`src/rtl/ff_write_arbiter.sv`:
```
`default_nettype none
// ============================================================================
// Module   : ff_write_arbiter
// Brief    : Round-robin write arbiter/sequencer for a shared ff register,
//            with readback verify, bounded retry and per-requester ack/err.
// Revision : 1.0 - initial release
// ============================================================================
module ff_write_arbiter #(
   parameter int NREQ      = 4,
   parameter int WIDTH     = 8,
   parameter int MAX_RETRY = 2
) (
   input  logic                  clk,
   input  logic                  rst_n,
   input  logic [NREQ-1:0]       req,
   input  logic [NREQ*WIDTH-1:0] wdata,
   output logic [NREQ-1:0]       gnt,
   output logic [NREQ-1:0]       ack,
   output logic [NREQ-1:0]       err,
   output logic                  ff_clk_en,
   output logic [WIDTH-1:0]      ff_d,
   input  logic [WIDTH-1:0]      ff_q,
   output logic                  busy
);

   localparam int c_PW = (NREQ > 1) ? $clog2(NREQ) : 1;
   localparam int c_RW = (MAX_RETRY > 0) ? $clog2(MAX_RETRY + 1) : 1;

   typedef enum logic [1:0] {
      IDLE   = 2'd0,
      WRITE  = 2'd1,
      VERIFY = 2'd2,
      DONE   = 2'd3
   } state_t;

   state_t            r_state;
   state_t            w_state_nxt;
   logic [c_PW-1:0]   r_ptr;
   logic [c_PW-1:0]   w_ptr_nxt;
   logic [c_PW-1:0]   r_sel;
   logic [c_PW-1:0]   w_sel_nxt;
   logic [c_PW-1:0]   w_pick;
   logic [c_PW-1:0]   w_idx;
   logic              w_found;
   logic [c_RW-1:0]   r_retry;
   logic [c_RW-1:0]   w_retry_nxt;
   logic [NREQ-1:0]   w_gnt_nxt;
   logic [NREQ-1:0]   w_ack_nxt;
   logic [NREQ-1:0]   w_err_nxt;
   logic [NREQ-1:0]   w_sel_oh;
   logic              w_clk_en_nxt;
   logic [WIDTH-1:0]  w_d_nxt;
   logic [WIDTH-1:0]  w_pick_data;

   // First requester at or after r_ptr, wrapping past NREQ-1.
   always_comb begin
      w_found = 1'b0;
      w_pick  = '0;
      w_idx   = r_ptr;
      for (int k = 0; k < NREQ; k++) begin
         w_idx = c_PW'((int'(r_ptr) + k) % NREQ);
         if (!w_found && req[w_idx]) begin
            w_found = 1'b1;
            w_pick  = w_idx;
         end
      end
   end

   assign w_pick_data = wdata[int'(w_pick)*WIDTH +: WIDTH];
   assign w_sel_oh    = NREQ'(1) << r_sel;

   always_comb begin
      w_state_nxt  = r_state;
      w_ptr_nxt    = r_ptr;
      w_sel_nxt    = r_sel;
      w_retry_nxt  = r_retry;
      w_gnt_nxt    = gnt;
      w_ack_nxt    = '0;
      w_err_nxt    = '0;
      w_clk_en_nxt = 1'b0;
      w_d_nxt      = ff_d;
      case (r_state)
         IDLE: begin
            w_gnt_nxt = '0;
            w_d_nxt   = '0;
            if (w_found) begin
               w_sel_nxt    = w_pick;
               w_gnt_nxt    = NREQ'(1) << w_pick;
               w_d_nxt      = w_pick_data;
               w_clk_en_nxt = 1'b1;
               w_state_nxt  = WRITE;
            end
         end
         WRITE: begin
            w_state_nxt = VERIFY;
         end
         VERIFY: begin
            // ff_d still holds the data latched at grant time.
            if (ff_q == ff_d) begin
               w_ack_nxt   = w_sel_oh;
               w_state_nxt = DONE;
            end else if (r_retry < c_RW'(MAX_RETRY)) begin
               w_retry_nxt  = r_retry + c_RW'(1);
               w_clk_en_nxt = 1'b1;
               w_state_nxt  = WRITE;
            end else begin
               w_err_nxt   = w_sel_oh;
               w_state_nxt = DONE;
            end
         end
         DONE: begin
            w_gnt_nxt   = '0;
            w_d_nxt     = '0;
            w_retry_nxt = '0;
            w_ptr_nxt   = (r_sel == c_PW'(NREQ - 1)) ? '0 : r_sel + c_PW'(1);
            w_state_nxt = IDLE;
         end
         default: begin
            w_state_nxt = IDLE;
         end
      endcase
   end

   always_ff @(posedge clk or negedge rst_n) begin
      if (!rst_n) begin
         r_state   <= IDLE;
         r_ptr     <= '0;
         r_sel     <= '0;
         r_retry   <= '0;
         gnt       <= '0;
         ack       <= '0;
         err       <= '0;
         ff_clk_en <= 1'b0;
         ff_d      <= '0;
         busy      <= 1'b0;
      end else begin
         r_state   <= w_state_nxt;
         r_ptr     <= w_ptr_nxt;
         r_sel     <= w_sel_nxt;
         r_retry   <= w_retry_nxt;
         gnt       <= w_gnt_nxt;
         ack       <= w_ack_nxt;
         err       <= w_err_nxt;
         ff_clk_en <= w_clk_en_nxt;
         ff_d      <= w_d_nxt;
         busy      <= (w_state_nxt != IDLE);
      end
   end

endmodule
`default_nettype wire

```
`config.mk`:
```
export PLATFORM = sky130hd
export DESIGN_NAME = ff_write_arbiter
export DESIGN_NICKNAME = d
export VERILOG_FILES = /design/src/rtl/ff_write_arbiter.sv
export SDC_FILE = /design/constraint.sdc
export NUM_CORES = 1
export LEC_CHECK = 0
export ABC_AREA = 1
export CORE_MARGIN = 10
export CORE_UTILIZATION = 49
export DETAILED_ROUTE_END_ITERATION = 10
export GPL_TIMING_DRIVEN = 1
export PLACE_DENSITY = 0.91
export SYNTH_ARGS = -nofsm -noshare
export SYNTH_HDL_FRONTEND = slang
export SYNTH_SLANG_ARGS = --single-unit
```
`constraint.sdc`:
```
create_clock -name clk -period 2.5 [get_ports clk]
set_input_delay 0.375 -clock clk [delete_from_list [all_inputs] [get_ports clk]]
set_output_delay 0.375 -clock clk [all_outputs]
set_load 0.01 [all_outputs]
```
* Word level (Yosys, flattened, before mapping)
Cells that the tools add are included.
** Operators by class
- $add $sub $neg :: 5
- Multipliers :: 0
- Divide/modulo/power cells :: 0
- $lt $le $gt $ge :: 5
- Equality and inequality tests :: 7
- Shift operators :: 3
- Mux-type cells :: 37
- Bitwise operators :: 0
- Reduce and logical (&&, ||, !) cells :: 12
** Operators with widths (count)
- $shiftx 32x6->8 :: 1
- $mux 4 :: 6
- $mux 2 :: 10
- $pmux 8 s2 :: 1
- $lt 2x3->1 const B :: 4
- $mux 1 :: 11
- $bmux 1 s2 :: 4
- $eq 8x8->1 :: 1
- $mux 8 :: 1
- $pmux 2 s4 :: 1
- $pmux 4 s2 :: 1
- $shl 1x2->4 const A :: 2
- $add 2x1->2 const B :: 3
- $eq 2x2->1 const B :: 3
- $reduce_bool 2->1 :: 3
- $add 2x2->2 const B :: 2
- $ne 2x2->1 const B :: 2
- $pmux 2 s2 :: 1
- $logic_and 1x1->1 :: 3
- $logic_not 1->1 :: 3
- $reduce_and 3->1 :: 1
- $eq 2x1->1 const B :: 1
- $logic_not 2->1 :: 1
- $lt 2x2->1 const B :: 1
- other kinds (2) :: 2
** Storage, ports and cells
- Register bits after elaboration :: 30
- Latch bits :: 0
- RAM bits :: 0
- Bits in read-only memories :: 0
- Input bits :: 46
- Word-level logic and storage cells :: 79
- Memories kept :: 0

* Logic depth before layout (Yosys ltp)
Gate-level depths: netlist (run 1).
- Depth after elaboration :: 15
- Mapped depth :: 17

* Least setup slack after synthesis (run 1)
Ideal clock, no wire load.
- Kind :: reg-to-reg
- Start :: register r_ptr[0]
- End :: register ff_d[6]
- Setup time :: 0.117 ns
- Arrival time :: 1.567 ns
- Required time :: 2.383 ns
- Path slack :: 0.817 ns
- Cell stages (with the launch flop) :: 16
- Path buffers :: 3
- Cells stage by stage :: dfrtp_1 > buf_6 > inv_8 > nand2_1 > nand3_1 > nand2_2 > nor2_4 > nand3_2 > buf_6 > buf_6 > nand4_1 > nand2_1 > nand2_1 > nand2_1 > nand2_1 > nand2_1
** Between the ends
- Cells in the longest elaborated chain, start to end :: 15
** RTL lines
- start, declared :: RTL line 38 : logic [c_PW-1:0] r_ptr;
- start signal, assigned :: RTL line 138 : r_ptr <= w_ptr_nxt;
- parallel branches: the longest is 13 deep, another holds $add 2x1->2
- $mux 8 (*) :: RTL line 86 : if (w_found) begin
- $pmux 8 s2 (*) :: RTL line 82 : case (r_state)
- end signal, assigned :: RTL line 145 : ff_d <= w_d_nxt;
- end, declared :: RTL line 21 : output logic [WIDTH-1:0] ff_d,
Mark *: on every way between the ends. The select of a mux whose other input is x is not followed.
A chain may end at the register's enable or synchronous reset.

* Worst setup path after layout (run 1)
- Start :: register r_ptr[0]
- End :: register ff_d[2]
Same word-level chain as after synthesis.

==> results.ini, run 1 <==
[run_status]
status=completed

[floorplan]
num_rows=22
coreArea_um2=3770
die-area_um2=6950
num_io_pins=68
die_h_um=83.4
initial_core_util_pct=52.2
die_w_um=83.4

[synthesis]
synth_top_cell_by_area=dfrtp_1
ys_ff_latch=30
syn-cell-area_um2=1970
postSynthNetCount=331
netlist_instances=278
synth.area.top_cells=dfrtp_1, nand2_1, nand4_1
yosysSeqAreaShare_pct=38.2
yosys_warnings=0
yosysTopAreaCellShare_pct=38.2
synth_area_per_cell_um2=7.08
synthDistinctLibCells=25

[cts]
h-tree-depth=2
cts_tree=yes
clk_path_buf_depth=2
clk_latency_ps=280
numCtsBuffers=5
postCtsHoldBufs=0
cts_root_buf=clkbuf_8
clk_pin_slew_ps=60
cts-resized-gates=0
cts_setup_buffers=0
clkSinkCount=30

[worst_setup_path]
critPathCaptureType=flip-flop
path_class=reg2reg
crit_path_max_fanout=12
worstSetupStartpointType=flip-flop
critPathRequiredTime_ps=2670
worstPathArrival_ps=2380
worst-r2r-cell-count=12

[global_routing]
grt_pass1_vias=1916
grt_max_degree=31
antenna_found_initial=0
grt_pass1_wl_um=8930
grt.total_usage_pct=15.0
grt_overflow_total=0

[placed_design]
routabilityCongestion=0.815
dp_worst_setup_slack_ps=182
hpwlAfterDp_um=4300
dp.cells=389
io_buffers=67
dpl_cell_area_um2=2660

[sta]
min_period_over_period_pct=88.4
period_minus_slack_ps=2210
finalSetupViolCount=0
finClkSkew_ps=5.21
grt_setup_unrepaired=false
fin_ws_ps=289
drv_slew=0
fin_setup_tns_ps=0
timing_hold_violations_final=0
hold_slack_ps=481
slew_headroom_pct=69.4
fmax_mhz=452
tightest_slew_ps=459

[drt]
num_vias=2031
drc=0
first_pass_iters=4
ant_nets=0
drt_iter0_drc=121
wirelength_um=5330
wire_per_inst_um=13.4
drt-vias-per-instance=5.12

[final_layout]
final_cell_mix=nand2_1, clkdlybuf4s50_1, dfrtp_1, inv_1, nand4_1
antennaDiodeCount=0
final_cells=397
final_common_cell=nand2_1
area_delta_synth_final_pct=39.8
nNetsFinal=401
final_layout_size_suffix_gt1_share_pct=7.74
nFillCells=300
design_area_um2=2750

[flow_run]
max_cap_viol_count=0

[min_path]
hold_path.class=in2async

[power_and_ir_drop]
leakage_nw=1.41
power.density_nw_per_um2=1280
vdd_drop_max_v=0.000805

## where the power goes
group          total, mW  switching, mW  leakage (nW)  internal, mW
Sequential         0.822          0.164         0.389         0.658
Combinational       2.31           1.44         0.974         0.866
Clock              0.398          0.176        0.0482         0.221
## metrics by stage
step                      utilization, %  power (mW)
after floorplan                        -        2.58
after global placement              70.5        3.04
after detailed placement            70.5        3.12
after CTS                           72.9        3.53
after global routing                72.9        3.92
final                               72.9        3.53
## logic make-up (layout without fill, tap and decap cells)
kind of cell | after synthesis | in the layout | share of synthesized area [%]
adder cells (fa/ha/maj) | 7 | 7 | 4.45
XOR/XNOR | 6 | 6 | 2.67
flip-flops | 30 | 30 | 38.2
buffers and inverters | 35 | 106 | 9.29
AND/OR/NAND/NOR | 187 | 187 | 41.5
AO/OA/AOI/OAI | 13 | 13 | 3.94
## critical path, stage by stage (launching register included)
cell	delay, ps
dfrtp_1	630
inv_8	70
nand2_1	70
nand2_1	80
o21ai_1	210
nand3b_1	140
nand3_1	70
nand2_1	320
inv_2	190
nand2_1	110
nand2_1	60
nand2_1	90
nand2_1	70
## area by class of cell
| class | instances | area [um^2] | area share [%] |
|---|---|---|---|
| Clock buffer | 7 | 86.3 | 3.14 |
| Multi-Input combinational cell | 213 | 1030 | 37.6 |
| Timing Repair Buffer | 72 | 708 | 25.8 |
| Sequential cell | 30 | 751 | 27.3 |
| Tap cell | 48 | 60.1 | 2.18 |
| Inverter | 26 | 105 | 3.82 |
| Clock inverter | 1 | 5.00 | 0.182 |
## registers in the layout, summed over array words and instances, names as in the netlist
signal,cells
ff_d,8
busy,1
err,4
r_ptr,2
gnt,4
ff_clk_en,1
r_sel,2
r_retry,2
r_state,2
ack,4
## worst paths after layout
path	start	to	slack, ps
setup reg to reg	r_ptr[0]	ff_d[2]	290
min in group clk	gnt[0]	gnt[0]	500
hold / removal	rst_n	ff_d[5]	480
setup / recovery	r_ptr[0]	ff_d[2]	290
hold reg to reg	gnt[0]	gnt[0]	500
max in group asynchronous	rst_n	r_retry[0]	1750
## synthesized netlist by cell type
master,count
xnor2_1,6
inv_1,22
o21ai_0,6
nand2_2,6
o21ai_1,1
ha_1,7
nand3b_1,1
clkbuf_1,1
inv_8,1
nor2_1,11
nand2_1,131
or2_2,1
buf_4,1
o22ai_1,2
buf_2,2
o31ai_1,4
nand4_1,18
buf_6,5
nor3_1,5
dfrtp_1,30
nor3b_1,1
nand3_2,3
inv_2,3
nand3_1,9
nor2_4,1
## layer usage
metal | vias up | track usage (%) | part of all wire [%]
met1 | 917 | 17.8 | 42
li1 | 1026 | - | -
met2 | 78 | 25.0 | 50
met3 | 10 | 4.30 | 6.8
met4 | 0 | 5.54 | 1.7
met5 | - | 0 | 0
No activity file was read; power rests on OpenSTA's default activity.
==> inputs of run 2 (changes only) <==
Settings changed: SLEW_MARGIN set to 10.
==> results of run 2 <==
Same layout as run 1: the final DEF is identical, and so are final timing and power.
==> inputs of run 3 (changes only) <==
Settings changed: CORE_MARGIN 10 to not set.
==> run 3 against run 2 <==
  * Register-to-register slack gained 60 ps
  * Total power decreased by 2.0%
  * Worst hold slack improved by 9.2 ps
  * Clock-buffer cell count shrank 2
  * Die area fell by 39%
  * Via count up 0.44%
  * Cell area shrank 0.46%
  * Routed wire length decreased by 15%
  * First-iteration DRC count increased by 18%
  * Clock skew barely moved
  * Critical endpoint is now ff_d[7]
  * Critical path depth unchanged
==> results.ini, run 3 (synthesized netlist as in run 1, its figures left out) <==
[run_status]
status=completed

[cts]
cts-resized-gates=0  ; unchanged
clkSinkCount=30  ; unchanged
clk_path_buf_depth=2  ; unchanged
cts_root_buf=clkbuf_8
cts_tree=yes
cts_setup_buffers=0  ; unchanged
clk_latency_ps=270  ; about the same
clk_pin_slew_ps=60  ; about the same
postCtsHoldBufs=0  ; unchanged
numCtsBuffers=5  ; unchanged
h-tree-depth=2  ; unchanged

[floorplan]
num_io_pins=68  ; unchanged
num_rows=22  ; unchanged
die_h_um=65.4  ; -22%
initial_core_util_pct=52.5  ; +0.38 points
die-area_um2=4270  ; -39%
coreArea_um2=3740  ; -0.73%
die_w_um=65.4  ; -22%

[placed_design]
routabilityCongestion=0.862  ; +5.8%
hpwlAfterDp_um=3540  ; -18%
io_buffers=67  ; unchanged

[flow_run]
max_cap_viol_count=0  ; unchanged

[final_layout]
multi_input_area_um2=1030  ; unchanged
nFillCells=311  ; +3.7%
antennaDiodeCount=0  ; unchanged
regMostFlops=ff_d
regArea_um2=751  ; unchanged
final_cell_mix=nand2_1, clkdlybuf4s50_1, dfrtp_1, inv_1, nand4_1
area_delta_synth_final_pct=39.1
final_layout_size_suffix_gt1_share_pct=7.76  ; +0.022 points
nNetsFinal=401  ; unchanged
largest_register_ffs=8  ; unchanged
final_common_cell=nand2_1

[drt]
wire_per_inst_um=11.4  ; -15%
drc=0  ; unchanged
drt-vias-per-instance=5.15  ; +0.70%
ant_nets=0  ; unchanged
drt_iter0_drc=143  ; +18%
wirelength_um=4530  ; -15%
num_vias=2040  ; +0.44%
first_pass_iters=5  ; +1

[sta]
finClkSkew_ps=4.96  ; -0.249 ps
timing_hold_violations_final=0  ; unchanged
min_period_over_period_pct=86.1  ; -2.3 points
period_minus_slack_ps=2150  ; -58.6 ps
finalSetupViolCount=0  ; unchanged
fin_setup_tns_ps=0  ; unchanged
fmax_mhz=465  ; +2.7%
slew_headroom_pct=70.3  ; +0.93 points
tightest_slew_ps=445  ; -14.0 ps
drv_slew=0  ; unchanged
grt_setup_unrepaired=false

[worst_setup_path]
critPathRequiredTime_ps=2670  ; about the same
crit_path_max_fanout=12  ; unchanged
worstPathArrival_ps=2320  ; -60 ps
path_class=reg2reg
critPathCaptureType=flip-flop
worstSetupStartpointType=flip-flop

[global_routing]
antenna_found_initial=0  ; unchanged
grt.total_usage_pct=23.2  ; +8.1 points
grt_pass1_vias=1820  ; -5.0%
grt_overflow_total=0  ; unchanged
grt_pass1_wl_um=7710  ; -14%
grt_max_degree=31  ; unchanged

[min_path]
hold_path.class=in2async

[power_and_ir_drop]
total_power_mw=3.46  ; -2.0%
leakage_nw=1.41  ; -0.32%
vdd_drop_max_v=0.000685  ; -15%
power.density_nw_per_um2=1260  ; -1.5%

==> run 3: cell types whose count changed in the layout (fill, tap and decap cells not counted) <==
| cell | delta |
|---|---|
| clkbuf_1 | -1 |
| clkbuf_8 | -1 |
| clkinv_2 | +1 |
==> run 3: layout make-up <==
cell class,count,area share [%]
flip-flops and latches,30,27.4
repair buffers,72,25.9
well taps,48,2.19
multi-input cells,213,37.8
clock buffers,5,2.51
inverters,26,3.84
clock inverters,2,0.366
==> run 3: per-stage QoR <==
step / setup slack [ps] / cell area, um^2 / instances / util (%) / hold slack [ps]
after detailed placement: 167 / 2660 / 389 / 71.0 / 481
after CTS: 341 / 2740 / 396 / 73.1 / 496
after global placement: 232 / 2660 / 389 / 71.0 / 488
after floorplan: 817 / 1970 / 278 / - / 79.4
after global routing: 118 / 2740 / 396 / 73.1 / 525
final: 348 / 2740 / 396 / 73.1 / 490
==> run 3: report_power, final <==
group          leakage, nW  total (mW)  switching (mW)  internal, mW
combinational        0.974        2.28            1.42         0.866
clock               0.0438       0.348           0.162         0.186
sequential           0.389       0.828           0.169         0.659
total                 1.41        3.46            1.75          1.71
==> run 3: metal layers <==
metal | wire, um | up-vias | track usage [%]
met3 | 248 | 6 | 5.38
met1 | 2000 | 942 | 28.9
met2 | 2240 | 71 | 39.3
li1 | - | 1021 | -
met5 | 0 | - | 0
met4 | 51 | 0 | 7.34
==> run 3: worst max-delay path: stages, from the launching register on <==
cell      delay [ps]
dfrtp_1          610
inv_8             80
nand2_1           70
nand2_1           80
o21ai_1          210
nand3b_1         140
nand3_1           60
nand2_1          320
inv_2            170
nand2_1          110
nand2_1           60
nand2_1           80
nand2_1           50
==> run 3: final timing paths <==
| path | start | end | slack [ps] | cells after the start |
|---|---|---|---|---|
| worst max-delay path | r_ptr[0] | ff_d[7] | 350 | 12 |
| max in group asynchronous | rst_n | r_sel[0] | 1740 | 2 |
| worst max register to register | r_ptr[0] | ff_d[7] | 350 | 12 |
| worst min-delay path | rst_n | r_state[1] | 490 | 2 |
| min in group clk | gnt[1] | gnt[1] | 500 | 2 |
| worst min register to register | gnt[1] | gnt[1] | 500 | 2 |
